### config.mk
export PLATFORM = sky130hd
export DESIGN_NAME = artec_dma_dearb
export DESIGN_NICKNAME = d
export VERILOG_FILES = /design/src/rtl/artec_dma_dearb.sv
export SDC_FILE = /design/constraint.sdc
export NUM_CORES = 1
export LEC_CHECK = 0
export CAP_MARGIN = 5
export CELL_PAD_IN_SITES_DETAIL_PLACEMENT = 0
export CELL_PAD_IN_SITES_GLOBAL_PLACEMENT = 1
export CORE_MARGIN = 5
export CORE_UTILIZATION = 35
export DETAILED_ROUTE_END_ITERATION = 8
export PLACE_DENSITY_LB_ADDON = 0.1
export SLEW_MARGIN = 10
export SYNTH_ARGS = -nofsm -noshare
export SYNTH_HDL_FRONTEND = slang
export SYNTH_SLANG_ARGS = --single-unit
### constraint.sdc
create_clock -name clk -period 4.5 [get_ports clk]
set_input_delay 0.675 -clock clk [delete_from_list [all_inputs] [get_ports clk]]
set_output_delay 0.675 -clock clk [all_outputs]
set_load 0.03 [all_outputs]
### src/rtl/artec_dma_dearb.sv
`default_nettype none
// ---------------------------------------------------------------------------
// artec_dma_dearb: fans a channel-tagged task/data return stream out to
// CH_NUM per-channel task and data streams, in task order.   Rev 1.0
// ---------------------------------------------------------------------------
module artec_dma_dearb #(
  parameter int CH_NUM   = 4,
  parameter int CH_NUM_L = 2,
  parameter int TASK_W   = 32,
  parameter int DATA_W   = 64,
  parameter int CNT_W    = 8,
  parameter int TQ_DL    = 2
) (
  input  logic                clk,
  input  logic                rst,
  input  logic                clear_i,
  input  logic                s_task_valid_i,
  output logic                s_task_ready_o,
  input  logic [CH_NUM_L-1:0] s_task_idx_i,
  input  logic [CNT_W-1:0]    s_task_num_i,
  input  logic [TASK_W-1:0]   s_task_data_i,
  input  logic                s_data_valid_i,
  output logic                s_data_ready_o,
  input  logic [DATA_W-1:0]   s_data_i,
  output logic [CH_NUM-1:0]   m_task_valid_o,
  input  logic [CH_NUM-1:0]   m_task_ready_i,
  output logic [TASK_W-1:0]   m_task_data_o,
  output logic [CH_NUM-1:0]   m_data_valid_o,
  input  logic [CH_NUM-1:0]   m_data_ready_i,
  output logic [DATA_W-1:0]   m_data_o
);

  localparam int             TQ_DEPTH    = 1 << TQ_DL;
  localparam logic [TQ_DL:0] TQ_CNT_FULL = (TQ_DL+1)'(TQ_DEPTH);
  localparam logic [TQ_DL:0] TQ_CNT_ONE  = (TQ_DL+1)'(1);

  typedef enum logic [0:0] {
    DS_IDLE   = 1'b0,
    DS_STREAM = 1'b1
  } dstate_e;

  logic                flush;

  logic                t_vld_q;
  logic [CH_NUM_L-1:0] t_idx_q;
  logic [TASK_W-1:0]   t_data_q;

  logic                d_vld_q;
  logic [CH_NUM_L-1:0] d_idx_q;
  logic [DATA_W-1:0]   d_data_q;

  logic [CH_NUM_L-1:0] tq_idx_q [TQ_DEPTH];
  logic [CNT_W-1:0]    tq_num_q [TQ_DEPTH];
  logic [TQ_DL-1:0]    tq_wr_q;
  logic [TQ_DL-1:0]    tq_rd_q;
  logic [TQ_DL-1:0]    tq_rd_nxt;
  logic [TQ_DL:0]      tq_cnt_q;
  logic [TQ_DL:0]      tq_cnt_d;

  dstate_e             dstate_q;
  logic [CNT_W-1:0]    rem_q;

  logic t_free;
  logic d_free;
  logic tq_full;
  logic tq_more;
  logic task_acc;
  logic data_acc;
  logic rem_last;
  logic tq_push;
  logic tq_pop;

  assign flush     = rst | clear_i;
  assign t_free    = !t_vld_q || m_task_ready_i[t_idx_q];
  assign d_free    = !d_vld_q || m_data_ready_i[d_idx_q];
  assign tq_full   = (tq_cnt_q == TQ_CNT_FULL);
  assign tq_more   = (tq_cnt_q > TQ_CNT_ONE);
  assign rem_last  = (rem_q == CNT_W'(1));
  assign tq_rd_nxt = tq_rd_q + TQ_DL'(1);

  assign s_task_ready_o = !flush && !tq_full && t_free;
  assign s_data_ready_o = !flush && (dstate_q == DS_STREAM) && d_free;

  assign task_acc = s_task_valid_i && s_task_ready_o;
  assign data_acc = s_data_valid_i && s_data_ready_o;
  // Zero-beat tasks are forwarded but never occupy a queue slot.
  assign tq_push  = task_acc && (s_task_num_i != '0);
  assign tq_pop   = data_acc && rem_last;

  always_comb begin
    tq_cnt_d = tq_cnt_q;
    if (tq_push && !tq_pop) begin
      tq_cnt_d = tq_cnt_q + TQ_CNT_ONE;
    end else if (!tq_push && tq_pop) begin
      tq_cnt_d = tq_cnt_q - TQ_CNT_ONE;
    end
  end

  always_ff @(posedge clk) begin
    if (flush) begin
      tq_wr_q  <= '0;
      tq_rd_q  <= '0;
      tq_cnt_q <= '0;
    end else begin
      tq_cnt_q <= tq_cnt_d;
      if (tq_push) tq_wr_q <= tq_wr_q + TQ_DL'(1);
      if (tq_pop)  tq_rd_q <= tq_rd_nxt;
    end
  end

  always_ff @(posedge clk) begin
    if (tq_push) begin
      tq_idx_q[tq_wr_q] <= s_task_idx_i;
      tq_num_q[tq_wr_q] <= s_task_num_i;
    end
  end

  always_ff @(posedge clk) begin
    if (flush) begin
      t_vld_q  <= 1'b0;
      t_idx_q  <= '0;
      t_data_q <= '0;
    end else if (task_acc) begin
      t_vld_q  <= 1'b1;
      t_idx_q  <= s_task_idx_i;
      t_data_q <= s_task_data_i;
    end else if (t_vld_q && m_task_ready_i[t_idx_q]) begin
      t_vld_q  <= 1'b0;
    end
  end

  // Destination is latched per beat so a queue pop cannot retarget it.
  always_ff @(posedge clk) begin
    if (flush) begin
      d_vld_q  <= 1'b0;
      d_idx_q  <= '0;
      d_data_q <= '0;
    end else if (data_acc) begin
      d_vld_q  <= 1'b1;
      d_idx_q  <= tq_idx_q[tq_rd_q];
      d_data_q <= s_data_i;
    end else if (d_vld_q && m_data_ready_i[d_idx_q]) begin
      d_vld_q  <= 1'b0;
    end
  end

  always_ff @(posedge clk) begin
    if (flush) begin
      dstate_q <= DS_IDLE;
      rem_q    <= '0;
    end else begin
      case (dstate_q)
        DS_IDLE: begin
          // Enter STREAM on the push itself so the head is usable next cycle.
          if (tq_push) begin
            dstate_q <= DS_STREAM;
            rem_q    <= s_task_num_i;
          end
        end
        DS_STREAM: begin
          if (data_acc) begin
            if (rem_last) begin
              if (tq_more) begin
                rem_q <= tq_num_q[tq_rd_nxt];
              end else if (tq_push) begin
                rem_q <= s_task_num_i;
              end else begin
                dstate_q <= DS_IDLE;
                rem_q    <= '0;
              end
            end else begin
              rem_q <= rem_q - CNT_W'(1);
            end
          end
        end
        default: begin
          dstate_q <= DS_IDLE;
          rem_q    <= '0;
        end
      endcase
    end
  end

  assign m_task_valid_o = flush ? '0 : (CH_NUM'(t_vld_q) << t_idx_q);
  assign m_task_data_o  = t_data_q;
  assign m_data_valid_o = flush ? '0 : (CH_NUM'(d_vld_q) << d_idx_q);
  assign m_data_o       = d_data_q;

endmodule
`default_nettype wire

-- Word level (Yosys, flattened, before mapping)
Memory sizes are Yosys's and may differ from the RTL's. A register that Yosys moved wholly into a read port is not among the register bits.
Index checks and enable logic that the tools add are counted.
- add/sub/neg operators: 5
- magnitude comparators: 3
- equal/unequal tests: 4
- shift operators: 2
- multiplexer cells: 24
- bitwise operators: 2
- reductions and logical operators: 25
- operators by type and width (kind ; count):
    $mux 8 ; 5
    $pmux 8 s2 ; 1
    $logic_and 1x1->1 ; 12
    $mux 1 ; 11
    $eq 8x1->1 const B ; 1
    $mux 4 ; 2
    $reduce_bool 8->1 ; 1
    $shl 1x2->4 ; 2
    $sub 8x1->8 const B ; 1
    $logic_not 1->1 ; 6
    $lt 2x3->1 const B ; 2
    $mux 3 ; 2
    $reduce_bool 2->1 ; 3
    $add 2x1->2 const B ; 2
    $bmux 1 s2 ; 2
    $add 3x1->3 const B ; 1
    $eq 3x3->1 const B ; 1
    $gt 3x1->1 const B ; 1
    $sub 3x1->3 const B ; 1
    $logic_or 1x1->1 ; 2
    $ne 2x1->1 const B ; 1
    $ne 2x2->1 const B ; 1
    $pmux 1 s2 ; 1
    $reduce_and 2->1 ; 1
    2 further kinds ; 2
- register bits after elaboration: 116
- bits in writable memories: 40
- input bits: 119
- logic and storage cells: 77
- memories kept: 2
- memories (name ; depth ; width ; read ports ; clocked after memory_dff ; wr ports ; RTL line ; source):
    tq_num_q ; 4 ; 8 ; 1 ; 0 ; 1 ; 53 ; logic [CNT_W-1:0] tq_num_q [TQ_DEPTH];
    tq_idx_q ; 4 ; 2 ; 1 ; 1 ; 1 ; 52 ; logic [CH_NUM_L-1:0] tq_idx_q [TQ_DEPTH];

-- Longest topological paths before layout
Gate-level depths: netlist (run 1).
- depth after elaboration: 11
- mapped depth: 11

-- Least setup slack after synthesis (run 1)
OpenSTA, ideal clock, no wires.
- kind: in2out
- start: input port clear_i
- end: output port m_data_valid_o[0]
- arrival time: 1.978 ns
- path slack: 1.847 ns
- stages: 4
- cells stage by stage: or2_2 clkbuf_1 clkbuf_1 nor3_1
- cells in the longest elaborated chain, start to end: 2
- RTL lines (element ; RTL line ; source):
    start: declaration ; 16 ; input logic clear_i,
    $or 1x1->1 ; 73 ; assign flush = rst | clear_i;
    $mux 4 ; 186 ; assign m_data_valid_o = flush ? '0 : (CH_NUM'(d_vld_q) << d_idx_q);
    end: declaration ; 28 ; output logic [CH_NUM-1:0] m_data_valid_o,
Every way passes these cells.

-- Final worst setup path (run 1)
- start: input port clear_i
- end: output port s_data_ready_o
- cells in the longest elaborated chain, start to end: 4
- RTL lines (element ; RTL line ; source):
    $or 1x1->1 ; 73 ;
    $logic_not 1->1 ; 82 ; assign s_data_ready_o = !flush && (dstate_q == DS_STREAM) && d_free;
    $logic_and 1x1->1 (2 in series) ; 82 ;
    end: declaration ; 23 ; output logic s_data_ready_o,
Every way passes these cells.

==> flow_summary.json, run 1 <==
{
  "clkPwrFrac": 0.446,
  "num_rows": 49,
  "p_comb_frac": 0.084,
  "crit_path_end_kind": "primary output",
  "wl_mm": 19.0,
  "crit_type": "primary input to primary output",
  "antenna_found_initial": 0,
  "synth-adder-area-share": 0.0215,
  "cts_tree": "done",
  "p_sw_w": 0.000702,
  "wl_per_cell_um": 16.8,
  "layout_commonest_cell": "clkdlybuf4s50_1",
  "max_freq_ghz": 0.287,
  "grt_pass1_wl_mm": 30.1,
  "worstPathRequired_ns": 3.83,
  "path_depth": 5,
  "slew_viol_final": 0,
  "rsz0062_at_grt": "no",
  "diodes": 0,
  "r2r-start": "tq_cnt_q[0]",
  "first_iter_violations": 208,
  "critPathMaxFanout": 24,
  "synth.area.top_cells": "dfxtp_1 (37%), edfxtp_1 (19%), nand2_1 (12%)",
  "muxShareOfSynthArea": 0.0480,
  "wl_met2_mm": 8.69,
  "ys_types": 54,
  "die_h_um": 145,
  "status": "finished clean",
  "drv_cap": 0,
  "start_util": 0.356,
  "detail-route-antenna-nets": 0,
  "cts_setup_buffers": 0,
  "coreArea_um2": 18000,
  "hp-class": "flip-flop to flip-flop",
  "slew_headroom": 0.458,
  "path_cells": "clkdlybuf4s50_1 > nor2_4 > nand2_1 > nor2_1 > clkdlybuf4s50_1",
  "hold_start": "m_task_data_o[10]",
  "p_leak_nw": 3.14,
  "synth.avg_cell_area_um2": 9.44,
  "synthToLayoutAreaGrowth_pct": 46.0,
  "ys.flop_type": "dfxtp_1",
  "insertion_delay_ns": 0.42,
  "synth_compound_area_frac": 0.148,
  "fin_crit_sh": 0.774,
  "netlist_area_um2": 6410,
  "cts_buffers": 17,
  "syn_inst": 679,
  "timing.rr.end": "tq_cnt_q[2]",
  "p_sw_frac": 0.222,
  "yosys.area.top_type": "dfxtp_1",
  "synth-seq-cells": 158,
  "power.internal_w": 0.00246,
  "firstDrtPassIters": 4,
  "fin_tns_setup_ns": 0,
  "synth_top_area_share": 0.369,
  "synth_simple_gate_area_frac": 0.173,
  "setup_viol": 0,
  "reg2reg_depth": 8,
  "final_cell_mix": "clkdlybuf4s50_1 (224), nand2_1 (208), dfxtp_1 (118)",
  "syn_nets": 809,
  "vdd_drop_max_uv": 270,
  "synth-xor-area-share": 0.00956,
  "portBuffers": 224,
  "drcViolationCount": 0,
  "nNetsFinal": 1013,
  "register_area_um2": 3560,
  "period_needed_ns": 3.48,
  "arrival_ns": 2.81,
  "hpwlAfterDp_mm": 13.9,
  "async_reset_ff_frac": 0,
  "seq_power_share": 0.470,
  "cts_resized": 0,
  "yosysWarningCount": 0,
  "routabilityCongestion": 0.765,
  "path_clk_slew_ns": 0.05,
  "synth_enable_flop_cells": 40,
  "grt_pass1_vias": 5380,
  "die_area_um2": 21100,
  "path_buf_inv": 2,
  "dr_wl_met3_mm": 1.56,
  "hold_buffers": 0,
  "synth-seq-area-share": 0.556,
  "io_pins": 225,
  "path_common_cell": "clkdlybuf4s50_1",
  "htree_levels": 4,
  "cpLargestDelayFamily": "buffers and inverters",
  "p_per_area_nw_per_um2": 338,
  "multi_input_area_um2": 2580,
  "worstSetupStartpoint": "clear_i",
  "n_fill_cell": 1610,
  "whs_ns": 0.454,
  "synth_top_family_by_area": "simple AND/OR/NAND/NOR gates",
  "max_stage_delay_ns": 0.74,
  "min_delay_path_depth": 2,
  "slowest_stage": "clkdlybuf4s50_1",
  "met1_length_mm": 8.26,
  "fin_skew_ns": 0.00798,
  "overflow": 0,
  "hold_viol": 0,
  "grtUsageTotal": 0.178,
  "cts_root_buffer": "clkbuf_16",
  "clk_path_buf_depth": 2,
  "worstMarginPinSlew_ns": 0.811,
  "drt-vias-per-instance": 4.77,
  "drive_gt1_frac": 0.0681,
  "rrSetupSlack_ns": 1.70,
  "routed.top_layer": "met4",
  "die-width_um": 145,
  "grt_max_degree": 69,
  "crit_path_start_kind": "primary input",
  "whs_endpoint": "m_task_data_o[10]",
  "num_vias": 5370,
  "clock_sinks": 158
}
==> metal layers <==
layer,up-vias,GRT usage
met5,-,0
met4,0,0.0704
met3,27,0.0579
met2,189,0.280
met1,2438,0.227
li1,2716,-
==> flip-flops by register name (all words and copies together) (netlist names) <==
| name | flops |
|---|---|
| d_idx_q | 2 |
| d_vld_q | 1 |
| dstate_q | 1 |
| m_data_o | 64 |
| m_task_data_o | 32 |
| rem_q | 8 |
| t_idx_q | 2 |
| t_vld_q | 1 |
| tq_cnt_q | 3 |
| tq_idx_q | 8 |
| tq_num_q | 32 |
| tq_rd_q | 2 |
| tq_wr_q | 2 |
==> worst register-to-register path, cell delays in order, from the launching register on <==
cell      delay [ns]
dfxtp_1         0.41
inv_1           0.09
ha_1            0.22
a211oi_2        0.35
nand2_1         0.34
nor3_4          0.46
ha_1            0.36
or3_1           0.38
a21oi_1         0.13
==> how the worst max path moves through the flow <==
stage	end
floorplan	m_data_valid_o[0]
global placement	s_data_ready_o
detailed placement	s_data_ready_o
CTS	s_data_ready_o
global route	s_data_ready_o
finish	s_data_ready_o
==> through the flow <==
step / cells / total power [W] / instance area [µm²] / utilization / setup slack [ns]
5_1_grt: 1125 / 0.00328 / 9360 / 0.519 / 0.855
3_3_place_gp: 1093 / 0.00178 / 8780 / 0.487 / 1.02
6_report: 1125 / 0.00316 / 9360 / 0.519 / 1.02
4_1_cts: 1125 / 0.00319 / 9360 / 0.519 / 0.955
2_1_floorplan: 679 / 0.00162 / 6410 / - / 1.85
3_5_place_dp: 1093 / 0.00178 / 8780 / 0.487 / 0.948
==> kinds of logic (layout without fill, tap and decap cells) <==
group,Yosys count,in the layout
simple gates,265,265
compound gates,158,158
flops,158,158
buf+inv,63,280
mux,17,17
fa+ha+maj,11,11
xor+xnor,7,7
==> area by class of cell <==
class,count,share of cell area
clock buffer,22,0.0496
clock inverter,10,0.0122
inverter,19,0.00762
multi-input combinational,458,0.276
sequential,158,0.381
tap,229,0.0306
timing repair buffer,229,0.244
==> synthesized netlist by cell type (2+ instances only) <==
cell type  number
o211ai_1        2
a21oi_1        43
buf_6           3
xor2_1          6
o21ai_0        80
o41ai_1         3
nand2_1       208
nor4_1          2
a21boi_0        5
mux2i_1         3
edfxtp_1       40
mux2_2          2
mux4_2         10
nand2b_1        3
dfxtp_1       118
buf_1           2
or4_1           2
inv_1          19
nand3_1         4
nor3_1         11
mux2_4          2
o22ai_1         2
buf_2          18
or2_2           2
o2111ai_1       3
ha_1           11
nor2_1         19
o221a_1         3
clkbuf_1       21
a31oi_1         2
and2_1          4
a21o_1          4
==> power groups by stage <==
stage,Clock (W),Sequential (W),Combinational (W)
2_1_floorplan,0,0.00153,0.0000902
3_3_place_gp,0,0.00152,0.000265
3_5_place_dp,0,0.00152,0.000267
4_1_cts,0.00144,0.00149,0.000269
5_1_grt,0.00150,0.00149,0.000288
6_report,0.00141,0.00149,0.000267
No activity file was read; power rests on OpenSTA's default activity.
==> run 2, diff against run 1 <==
--- a/config.mk
+++ b/config.mk
@@ -9,7 +9,7 @@
 export CELL_PAD_IN_SITES_DETAIL_PLACEMENT = 0
 export CELL_PAD_IN_SITES_GLOBAL_PLACEMENT = 1
 export CORE_MARGIN = 5
-export CORE_UTILIZATION = 35
+export CORE_UTILIZATION = 30
 export DETAILED_ROUTE_END_ITERATION = 8
 export PLACE_DENSITY_LB_ADDON = 0.1
 export SLEW_MARGIN = 10
==> constraint.sdc (replaced) <==
create_clock -name clk -period 2.8 [get_ports clk]
set_input_delay 0.42 -clock clk [delete_from_list [all_inputs] [get_ports clk]]
set_output_delay 0.42 -clock clk [all_outputs]
set_load 0.03 [all_outputs]
==> run 2 against run 1 <==
Clock skew is 0.0018 ns higher. Power is 60% higher. Worst setup slack worse by 0.63 ns. Sequential power is 60% higher. Non-clock buffer count is 21 higher. Register-to-register slack worse by 1.2 ns. Combinational power is 70% higher. Global-route usage is 2.5 points lower. First-iteration DRC count is 51% higher. Wire length is 2.0% higher. Clock power is 57% higher. Hold slack worse by 0.0025 ns. Critical path type is now flip-flop to primary output.
==> flow_summary.json, run 2 (synthesis gave the netlist of run 1 again) <==
{
  "num_rows": 53,
  "worstMarginPinSlew_ns": 0.608,
  "synthToLayoutAreaGrowth_pct": 49.5,
  "met2_usage": 0.246,
  "reg2reg_depth": 7,
  "grt_max_degree": 129,
  "use_met1": 0.194,
  "hpwlAfterDp_mm": 14.4,
  "crit_path_end": "s_task_ready_o",
  "max_freq_ghz": 0.415,
  "slew_headroom": 0.595,
  "p_per_area_nw_per_um2": 527,
  "portBuffers": 224,
  "die_area_um2": 24400,
  "p_leak_nw": 3.27,
  "routabilityCongestion": 0.806,
  "grt_pass1_vias": 5357,
  "cts_buffers": 17,
  "fin_skew_ns": 0.00975,
  "arrival_ns": 1.99,
  "period_needed_ns": 2.41,
  "insertion_delay_ns": 0.42,
  "path_depth": 6,
  "die-width_um": 156,
  "clk_path_buf_depth": 2,
  "design_area_um2": 9590,
  "cts_root_buffer": "clkbuf_16",
  "timing.rr.end": "tq_num_q[1][7]",
  "wl_mm": 19.3,
  "antenna_found_initial": 0,
  "cpLargestDelayFamily": "buffers and inverters",
  "vdd_drop_max_uv": 417,
  "slew_viol_final": 0,
  "largest_reg_flops": 64,
  "crit_type": "flip-flop to primary output",
  "fin_tns_setup_ns": 0,
  "fin_crit_sh": 0.861,
  "grt_pass1_wl_mm": 29.4,
  "hp-class": "flip-flop to flip-flop",
  "coreArea_um2": 21000,
  "worstPathRequired_ns": 2.38,
  "diodes": 0,
  "hold_buffers": 0,
  "detail-route-antenna-nets": 0,
  "io_pins": 225,
  "register_area_um2": 3560,
  "nNetsFinal": 1034,
  "drcViolationCount": 0,
  "htree_levels": 4,
  "placed_area_um2": 9020,
  "n_fill_cell": 1995,
  "path_cells": "inv_1 > ha_1 > a211oi_2 > buf_4 > nor2b_1 > buf_12",
  "grtUsageTotal": 0.153,
  "path_clk_slew_ns": 0.06,
  "r2r-start": "tq_cnt_q[0]",
  "crit_path_start_kind": "flip-flop",
  "multi_input_area_um2": 2580,
  "hold_start": "m_task_data_o[7]",
  "busiest_layer": "met2",
  "start_util": 0.305,
  "die_h_um": 156,
  "num_vias": 5448,
  "drt-vias-per-instance": 4.57,
  "clock_sinks": 158,
  "worstSetupStartpoint": "tq_cnt_q[0]",
  "cts_tree": "done",
  "overflow": 0,
  "first_iter_violations": 314,
  "drive_gt1_frac": 0.101,
  "final_cell_mix": "clkdlybuf4s50_1 (214), nand2_1 (208), dfxtp_1 (118)",
  "path_buf_inv": 3,
  "crit_path_end_kind": "primary output",
  "max_stage_delay_ns": 0.42,
  "hold_viol": 0,
  "rsz0062_at_grt": "no",
  "slowest_stage": "dfxtp_1",
  "grt_util_met3": 0.0458,
  "cts_resized": 0,
  "drv_cap": 0,
  "firstDrtPassIters": 4,
  "status": "finished clean",
  "wl_per_cell_um": 16.2,
  "rrSetupSlack_ns": 0.48,
  "cts_setup_buffers": 0,
  "setup_viol": 0,
  "critPathMaxFanout": 5,
  "layout_commonest_cell": "clkdlybuf4s50_1"
}
-- run 2: changes by cell type in the layout (fill, tap and decap cells not counted), sizes merged --
cell / previous run / this run
clkinv: 5 / 4
clkbuf: 22 / 18
bufinv: 2 / 1
inv: 20 / 25
clkinvlp: 2 / 3
buf: 5 / 36
clkdlybuf4s50: 224 / 214
-- run 2: layout make-up --
cell class,count,area share
flip-flops and latches,158,0.372
multi-input cells,458,0.269
clock buffers,18,0.0448
well taps,275,0.0359
clock inverters,14,0.0140
inverters,19,0.00744
repair buffers,250,0.257
-- run 2: worst min path at each step --
stage	endpoint	slack, ns	cells past startpoint
final	m_task_data_o[7]	0.45	2
after global routing	m_data_o[47]	0.47	2
after CTS	m_task_data_o[6]	0.45	2
after detailed placement	m_task_data_o[6]	0.45	2
after global placement	m_task_data_o[31]	0.44	2
after floorplan	t_idx_q[1]	0.44	2
-- run 2: worst reg2reg max path, cell delays in order, from the launching register on --
cell and delay, ns:
dfxtp_1 0.42, inv_1 0.09, ha_1 0.21, a211oi_2 0.26, nand2_1 0.14, nor3_4 0.19
buf_4 0.18, and2_1 0.47
-- run 2: layer usage --
metal	vias to the layer above	part of all wire
li1	2762	-
met1	2472	0.43
met2	184	0.46
met3	30	0.081
met4	0	0.021
met5	-	0
-- run 2: metrics by stage --
stage / cells / util / hold WS, ns / power, W / setup WS (ns)
final: 1192 / 0.456 / 0.451 / 0.00505 / 0.388
after global routing: 1192 / 0.456 / 0.475 / 0.00527 / 0.213
after CTS: 1192 / 0.456 / 0.455 / 0.00513 / 0.329
after detailed placement: 1160 / 0.429 / 0.446 / 0.00289 / 0.0736
after global placement: 1160 / 0.429 / 0.443 / 0.00289 / 0.0709
after floorplan: 679 / - / 0.444 / 0.00261 / 0.405
-- run 2: report_power, final --
| part | switching (W) | leakage (nW) | total (W) | internal, W |
|---|---|---|---|---|
| clock | 0.000975 | 0.269 | 0.00222 | 0.00124 |
| sequential | 0.0000171 | 1.31 | 0.00238 | 0.00237 |
| combinational | 0.000207 | 1.68 | 0.000454 | 0.000247 |
==> run 3, diff against run 2 <==
--- a/config.mk
+++ b/config.mk
@@ -12,6 +12,7 @@
 export CORE_UTILIZATION = 30
 export DETAILED_ROUTE_END_ITERATION = 8
 export PLACE_DENSITY_LB_ADDON = 0.1
+export REMOVE_ABC_BUFFERS = 1
 export SLEW_MARGIN = 10
 export SYNTH_ARGS = -nofsm -noshare
 export SYNTH_HDL_FRONTEND = slang
==> run 3 against run 2 <==
Sequential power hardly changed. Clock skew is 0.0024 ns higher. Worst setup slack worse by 0.095 ns. Count of clock-buffer cells in the layout shrank 1. Combinational power fell by 1%. Maximum frequency decreased by 3.8%. Critical path depth fell by 1. Register-to-register slack improved by 0.04 ns. Via count decreased by 0.20%. Hold slack better by 0.0036 ns.
==> flow_summary.json, run 3 (synthesis gave the netlist of run 1 again) <==
{
  "p_per_area_nw_per_um2": 530,
  "overflow": 0,
  "start_util": 0.305,
  "wl_mm": 18.9,
  "firstDrtPassIters": 4,
  "p_leak_nw": 3.28,
  "final_cell_mix": "clkdlybuf4s50_1 (214), nand2_1 (208), dfxtp_1 (118)",
  "largest_reg_flops": 64,
  "setup_viol": 0,
  "grt_pass1_wl_mm": 29.9,
  "diodes": 0,
  "min_delay_path_depth": 2,
  "cts_tree": "done",
  "hp-class": "flip-flop to flip-flop",
  "grtUsageTotal": 0.154,
  "worstSetupStartpoint": "tq_cnt_q[0]",
  "reg2reg_depth": 8,
  "wl_per_cell_um": 15.9,
  "fin_skew_ns": 0.0122,
  "crit_path_end_kind": "primary output",
  "final_cells": 1192,
  "antenna_found_initial": 0,
  "cts_resized": 1,
  "cts_setup_buffers": 0,
  "worstMarginPinSlew_ns": 0.639,
  "htree_levels": 4,
  "r2r-start": "tq_cnt_q[0]",
  "num_rows": 53,
  "drv_cap": 0,
  "arrival_ns": 2.09,
  "design_area_um2": 9630,
  "vdd_drop_max_uv": 424,
  "io_pins": 225,
  "crit_path_start_kind": "flip-flop",
  "dp_worst_setup_slack_ns": 0.0670,
  "path_clk_slew_ns": 0.07,
  "nNetsFinal": 1034,
  "dp.cells": 1160,
  "grt_pass1_vias": 5584,
  "total_power_w": 0.00510,
  "cts_buffers": 17,
  "crit_path_end": "s_task_ready_o",
  "die-width_um": 156,
  "grt_max_degree": 134,
  "drt-vias-per-instance": 4.56,
  "hold_buffers": 0,
  "drive_gt1_frac": 0.103,
  "worstPathRequired_ns": 2.38,
  "rsz0062_at_grt": "no",
  "period_needed_ns": 2.51,
  "max_freq_ghz": 0.399,
  "routabilityCongestion": 0.816,
  "portBuffers": 224,
  "die_area_um2": 24400,
  "slew_viol_final": 0,
  "coreArea_um2": 21000,
  "setup_slack_ns": 0.293,
  "insertion_delay_ns": 0.42,
  "crit_type": "flip-flop to primary output",
  "hpwlAfterDp_mm": 13.7,
  "layout_commonest_cell": "clkdlybuf4s50_1",
  "clk_path_buf_depth": 2,
  "placed_area_um2": 9050,
  "cts_root_buffer": "clkbuf_16",
  "fin_crit_sh": 0.895,
  "status": "finished clean",
  "num_vias": 5437,
  "hold_viol": 0,
  "timing.rr.end": "tq_cnt_q[2]",
  "die_h_um": 156,
  "slew_headroom": 0.573,
  "detail-route-antenna-nets": 0,
  "clock_sinks": 158,
  "first_iter_violations": 174,
  "critPathMaxFanout": 5,
  "drcViolationCount": 0,
  "synthToLayoutAreaGrowth_pct": 50.2,
  "rrSetupSlack_ns": 0.52
}
[run 3: cell types whose count changed in the layout (fill, tap and decap cells not counted), moves of 2 or more]
cell | previous run | this run
buf_4 | 32 | 29
buf_12 | 4 | 6
clkinvlp_4 | 2 | 4
inv_6 | 4 | 2
inv_8 | 2 | 4
[run 3: layout make-up]
type | instances | area, µm²
clock buffers | 17 | 425
multi-input cells | 458 | 2580
inverters | 19 | 71.3
clock inverters | 15 | 154
well taps | 275 | 344
flip-flops and latches | 158 | 3560
repair buffers | 250 | 2490
fillers | 2007 | 11400
[run 3: metrics by stage]
step	hold WS (ns)	utilization	setup TNS (ns)
2_1_floorplan	0.444	-	-55.58
3_3_place_gp	0.441	0.431	0
3_5_place_dp	0.448	0.431	0
4_1_cts	0.457	0.458	0
5_1_grt	0.467	0.458	0
6_report	0.455	0.458	0
[run 3: worst min path at each step]
stage,from,to,slack (ns)
global route,m_task_data_o[15],m_task_data_o[15],0.47
global placement,m_task_data_o[31],m_task_data_o[31],0.44
floorplan,t_idx_q[1],t_idx_q[1],0.44
CTS,m_task_data_o[12],m_task_data_o[12],0.46
detailed placement,m_task_data_o[12],m_task_data_o[12],0.45
finish,m_task_data_o[17],m_task_data_o[17],0.46
[run 3: worst max-delay path, stage by stage, from the launching register on]
cell and delay [ns]:
dfxtp_1 0.43, inv_1 0.09, ha_1 0.21, a211oi_2 0.35
nor2b_1 0.18, dlygate4sd2_1 0.41
[run 3: power by group]
group | switching [W] | internal, W
combinational | 0.000204 | 0.000244
sequential | 0.0000177 | 0.00236
clock | 0.00101 | 0.00126
total | 0.00124 | 0.00386
[run 3: layer usage]
layer / vias to the layer above / GRT usage / share of wire
met5: - / 0 / 0
met4: 0 / 0.0393 / 0.012
met3: 14 / 0.0788 / 0.11
met2: 171 / 0.254 / 0.47
met1: 2487 / 0.179 / 0.41
li1: 2765 / - / -
